==> src/rtl/fb_rect_writer.sv <==
// Rectangle-fill engine for the 320x240 RGB565 frame buffer.
// Clips each command to the screen and emits one row-major frame-buffer write per clock.
module fb_rect_writer #(
  parameter int H_RES       = 320,
  parameter int V_RES       = 240,
  parameter int ADDR_W      = 17,
  parameter bit SYNC_VBLANK = 1'b0
) (
  input  logic              clk,
  input  logic              rst,
  input  logic              cmd_valid,
  output logic              cmd_ready,
  input  logic [8:0]        cmd_x,
  input  logic [7:0]        cmd_y,
  input  logic [8:0]        cmd_w,
  input  logic [7:0]        cmd_h,
  input  logic [15:0]       cmd_color,
  input  logic              vblank,
  output logic              wr_en,
  output logic [ADDR_W-1:0] wr_addr,
  output logic [15:0]       wr_data,
  output logic              busy,
  output logic              done
);

  typedef enum logic [1:0] {S_IDLE, S_WAIT_VB, S_FILL, S_DONE} state_t;

  localparam logic [9:0] H_RES10 = 10'(H_RES);
  localparam logic [9:0] V_RES10 = 10'(V_RES);

  state_t state, state_nx;

  logic              accept, start_fill;
  logic [9:0]        x_ext, y_ext, w_ext, h_ext;
  logic [9:0]        rem_x, rem_y, clip_w, clip_h;
  logic              cmd_empty;
  logic [ADDR_W-1:0] y_base;

  logic [8:0]        x_q;
  logic [ADDR_W-1:0] base_q;
  logic [9:0]        ew_q, eh_q;
  logic [15:0]       color_q;

  logic [9:0]        col_cnt, row_cnt;
  logic [8:0]        cur_col;
  logic [ADDR_W-1:0] cur_base;
  logic [15:0]       data_q;
  logic              last_col, last_row;

  // Clip at 10 bits so H_RES-x and V_RES-y cannot wrap for on-screen origins.
  assign x_ext     = {1'b0, cmd_x};
  assign y_ext     = {2'b00, cmd_y};
  assign w_ext     = {1'b0, cmd_w};
  assign h_ext     = {2'b00, cmd_h};
  assign rem_x     = H_RES10 - x_ext;
  assign rem_y     = V_RES10 - y_ext;
  assign clip_w    = (w_ext < rem_x) ? w_ext : rem_x;
  assign clip_h    = (h_ext < rem_y) ? h_ext : rem_y;
  assign cmd_empty = (x_ext >= H_RES10) || (y_ext >= V_RES10) ||
                     (clip_w == 10'd0) || (clip_h == 10'd0);
  assign y_base    = ADDR_W'(cmd_y) * ADDR_W'(H_RES);

  assign last_col  = (col_cnt == ew_q - 10'd1);
  assign last_row  = (row_cnt == eh_q - 10'd1);

  assign wr_addr   = cur_base + ADDR_W'(cur_col);
  assign wr_data   = data_q;

  always_ff @(posedge clk or posedge rst) begin
    if (rst) state <= S_IDLE;
    else     state <= state_nx;
  end

  always_comb begin
    state_nx   = state;
    accept     = 1'b0;
    start_fill = 1'b0;
    cmd_ready  = 1'b0;
    wr_en      = 1'b0;
    busy       = 1'b0;
    done       = 1'b0;
    case (state)
      S_IDLE: begin
        cmd_ready = ~rst;
        accept    = cmd_valid & ~rst;
        if (accept) begin
          if (cmd_empty)        state_nx = S_DONE;
          else if (SYNC_VBLANK) state_nx = S_WAIT_VB;
          else begin
            state_nx   = S_FILL;
            start_fill = 1'b1;
          end
        end
      end
      S_WAIT_VB: begin
        busy = 1'b1;
        if (vblank) begin
          state_nx   = S_FILL;
          start_fill = 1'b1;
        end
      end
      S_FILL: begin
        busy  = 1'b1;
        wr_en = 1'b1;
        if (last_col && last_row) state_nx = S_DONE;
      end
      S_DONE: begin
        busy     = 1'b1;
        done     = 1'b1;
        state_nx = S_IDLE;
      end
      default: state_nx = S_IDLE;
    endcase
  end

  // Pointer registers only move while writing, so the address/data hold between commands.
  always_ff @(posedge clk or posedge rst) begin
    if (rst) begin
      x_q      <= '0;
      base_q   <= '0;
      ew_q     <= '0;
      eh_q     <= '0;
      color_q  <= '0;
      col_cnt  <= '0;
      row_cnt  <= '0;
      cur_col  <= '0;
      cur_base <= '0;
      data_q   <= '0;
    end else begin
      if (accept) begin
        x_q     <= cmd_x;
        base_q  <= y_base;
        ew_q    <= clip_w;
        eh_q    <= clip_h;
        color_q <= cmd_color;
      end
      if (start_fill) begin
        col_cnt <= '0;
        row_cnt <= '0;
        if (state == S_IDLE) begin
          cur_col  <= cmd_x;
          cur_base <= y_base;
          data_q   <= cmd_color;
        end else begin
          cur_col  <= x_q;
          cur_base <= base_q;
          data_q   <= color_q;
        end
      end else if (state == S_FILL && !last_col) begin
        col_cnt <= col_cnt + 10'd1;
        cur_col <= cur_col + 9'd1;
      end else if (state == S_FILL && !last_row) begin
        col_cnt  <= '0;
        row_cnt  <= row_cnt + 10'd1;
        cur_col  <= x_q;
        cur_base <= cur_base + ADDR_W'(H_RES);
      end
    end
  end

endmodule

==> config.mk <==
export PLATFORM = sky130hd
export DESIGN_NAME = fb_rect_writer
export DESIGN_NICKNAME = d
export VERILOG_FILES = /design/src/rtl/fb_rect_writer.sv
export SDC_FILE = /design/constraint.sdc
export NUM_CORES = 1
export LEC_CHECK = 0
export BUFFER_PORTS_ARGS = -buffer_cell sky130_fd_sc_hd__clkbuf_2
export CORE_ASPECT_RATIO = 0.9
export CORE_MARGIN = 5
export CORE_UTILIZATION = 55
export DETAILED_ROUTE_END_ITERATION = 16
export HOLD_SLACK_MARGIN = 0.08
export PLACE_DENSITY = 0.85
export SYNTH_ARGS = -nofsm -noshare
export SYNTH_HDL_FRONTEND = slang
export SYNTH_SLANG_ARGS = --single-unit
export TNS_END_PERCENT = 30
==> constraint.sdc <==
create_clock -name clk -period 3.8 [get_ports clk]
set_clock_uncertainty 0.1 [all_clocks]
set_input_delay 0.38 -clock clk [delete_from_list [all_inputs] [get_ports clk]]
set_output_delay 0.38 -clock clk [all_outputs]
set_load 0.05 [all_outputs]
==> results.toml <==
[sta]
slew_headroom_pct = 22.4
fin_crit_sh_pct = 93.4
fmax_mhz = 282
worstMarginPinSlew_ns = 1.16
setup_ws_ns = 0.251
timing.hold.ws_ns = 0.0683
finalHoldViolCount = 0
setup_viol = 0
period_minus_slack_ns = 3.55
tns_ns = 0
rsz0062_at_grt = "false"
finalMaxSlewViolations = 0

[global_routing]
grt_max_degree = 70
gr-total-overflow = 0
antenna_found_initial = 0
grt_pass1_vias = 6902
grt.total_usage_pct = 25.8
grt_pass1_wl_um = 33800

[final_layout]
multi_input_area_um2 = 4380
drive_gt1_share_pct = 18.8
fill_cells = 1049
post-route-util_pct = 68.3
nets = 1092
area_growth_pct = 21.1
fin_area_um2 = 9160
antenna_cells = 0
final_cells = 1180
final-seq-area_um2 = 2830

[critical_path]
endpoint_kind = "flop"
critPathArrivalTime_ns = 3.75
slowest_stage = "or3_1"
critPathMaxStageDelay_ns = 0.39
critPathTopFamily = "compound AO/OA/AOI/OAI gates"
worstPathMaxFanout = 22
cp.required_ns = 4.00
crit_type = "input port to flop"
cp-start-kind = "input port"
path_cells = "clkbuf_2, or3_1, o311ai_1, and2_1, ha_1, nand4_1, nor2_1, a2111oi_4, buf_4, o211a_1, a211oi_1, buf_4, a31oi_4, buf_4, o31ai_1, o211a_1"
path_common_cell = "buf_4"
worst-path-buf-inv = 4

[place]
dpl.hpwl_um = 14500
place_area_um2 = 8420
port_buffers = 90
place_inst = 1137
gp_congestion = 0.961
pre_cts_ws_ns = -0.108

[logic_synthesis]
syn-num-nets = 973
synth_cell_types = 68
synth-edff-count = 0
synth_area_leader_cell = "dfrtp_1"
synth_compound_area_share_pct = 19.3
synthMuxAreaShare_pct = 3.61
synthAdderAreaFrac_pct = 6.55
synth_seq_cells = 113
synthSimpleGateAreaFrac_pct = 21.1
seq_area_frac_synth_pct = 37.4
synth-xor-area-share_pct = 7.07
syn_area_um2 = 7560
synth_top_area_share_pct = 37.4
synth.area.top_cells = "dfrtp_1, nand2_1, ha_1"
synth_commonest_cells = "nand2_1, dfrtp_1, o21ai_0, nor2_1, inv_1"
syn_avg_cell_area_um2 = 8.59
synth_top_family_by_area = "simple AND/OR/NAND/NOR gates"
ys_warn_count = 0
syn-instance-count = 880
synth_most_common_cell = "nand2_1"
ys_async_sr_fraction_pct = 100
synthFlopType = "dfrtp_1"

[cts]
cts.sinks = 113
ctsResizeCount = 0
clk_path_buf_depth = 2
h-tree-depth = 4
path_clk_slew_ns = 0.05
cts_made_buffers = 17
cts_tree = "built"
cts-root-buf = "clkbuf_16"
clkLatencyLatePin_ns = 0.42

[drt]
firstDrtPassIters = 6
detail_route.wl_per_cell_um = 17.3
drt_iter0_drc = 634
drt-vias-per-instance = 6.07
routed_wl_um = 20500
drc = 0
vias = 7164
antenna_left = 0

[outcome]
status = "completed"

[power]
intPower_mw = 4.04
power.leakage_nw = 4.36
power_mw = 7.40
switching_share_pct = 45.5
seqPwrFrac_pct = 30.2
power_per_cell_area_nw_per_um2 = 808
p_comb_share_pct = 46.9
irDropWorstVdd_v = 0.000538
switchingPower_mw = 3.37
p_clk_share_pct = 22.9

[floorplanning]
die_area_um2 = 16200
core-area_um2 = 13400
die_width_um = 134
start_util_pct = 56.4
rows = 40
die_h_um = 121
ioPinCount = 91

[min_path]
hold_path_class = "input port to async pin"

[job]
cap_violations = 0
==> kinds of logic after synthesis <==
logic type / Yosys count
mux: 27
compound gates: 218
buf+inv: 90
simple gates: 332
flops: 113
xor+xnor: 61
fa+ha+maj: 39
==> per-layer routing <==
layer / wire (um) / vias to the layer above / GRT usage (%)
met5: 0 / - / 0
met4: 451 / 0 / 9.06
met3: 1540 / 47 / 5.56
met2: 9730 / 296 / 41.9
met1: 8750 / 3422 / 34.4
li1: - / 3399 / -
==> cells in the final DEF (no fill, tap or decap), types with 9 or more instances in the layout <==
cell / instances
nand2_1: 149
dfrtp_1: 113
clkbuf_2: 90
o21ai_0: 61
buf_4: 46
nor2_1: 45
inv_1: 40
ha_1: 38
xnor2_1: 35
xor2_1: 26
mux2i_1: 25
nor3_1: 24
a21oi_1: 24
nand3_1: 20
o21ai_1: 19
a31oi_1: 17
clkbuf_16: 17
and3_1: 11
o211ai_1: 11
or3_1: 10
dlygate4sd3_1: 10
a211oi_1: 9
or4_1: 9
==> worst paths after layout <==
kind / start / endpoint / slack, ns / cells after the start
worst max-delay path: cmd_x[0] / cur_base[10] / 0.25 / 16
worst min-delay path: rst / base_q[7] / 0.07 / 2
worst max register to register: ew_q[0] / row_cnt[4] / 0.27 / 9
worst min register to register: base_q[8] / base_q[8] / 0.37 / 2
max in group asynchronous: rst / ew_q[0] / 2.79 / 3
min in group clk: cmd_color[10] / color_q[10] / 0.09 / 3
==> repair_timing <==
action	in CTS	in global routing
setup buffers	0	1
hold endpoints to repair	10	0
hold buffers	10	0
endpoints found under the setup margin	0	1
==> area by class of cell <==
class | count | area share [%]
clock buffer | 18 | 4.80
clock inverter | 14 | 2.05
inverter | 41 | 1.71
multi-input combinational | 677 | 47.8
sequential | 113 | 30.9
tap | 168 | 2.30
timing repair buffer | 149 | 10.4
==> state kept, by name, summed over array words and instances (netlist names) <==
signal,cells
eh_q,9
color_q,16
x_q,9
row_cnt,10
base_q,11
cur_base,11
col_cnt,10
state,2
ew_q,10
wr_data,16
cur_col,9
==> power by group through the flow <==
stage               clock network [mW]  registers (mW)  logic (mW)
finish                            1.69            2.23        3.47
global route                      1.77            2.31        3.78
CTS                               1.70            2.22        3.46
detailed placement                   0            2.22        3.41
global placement                     0            2.20        3.31
floorplan                            0            2.28        2.47
Power figures use the tool's default switching activity.
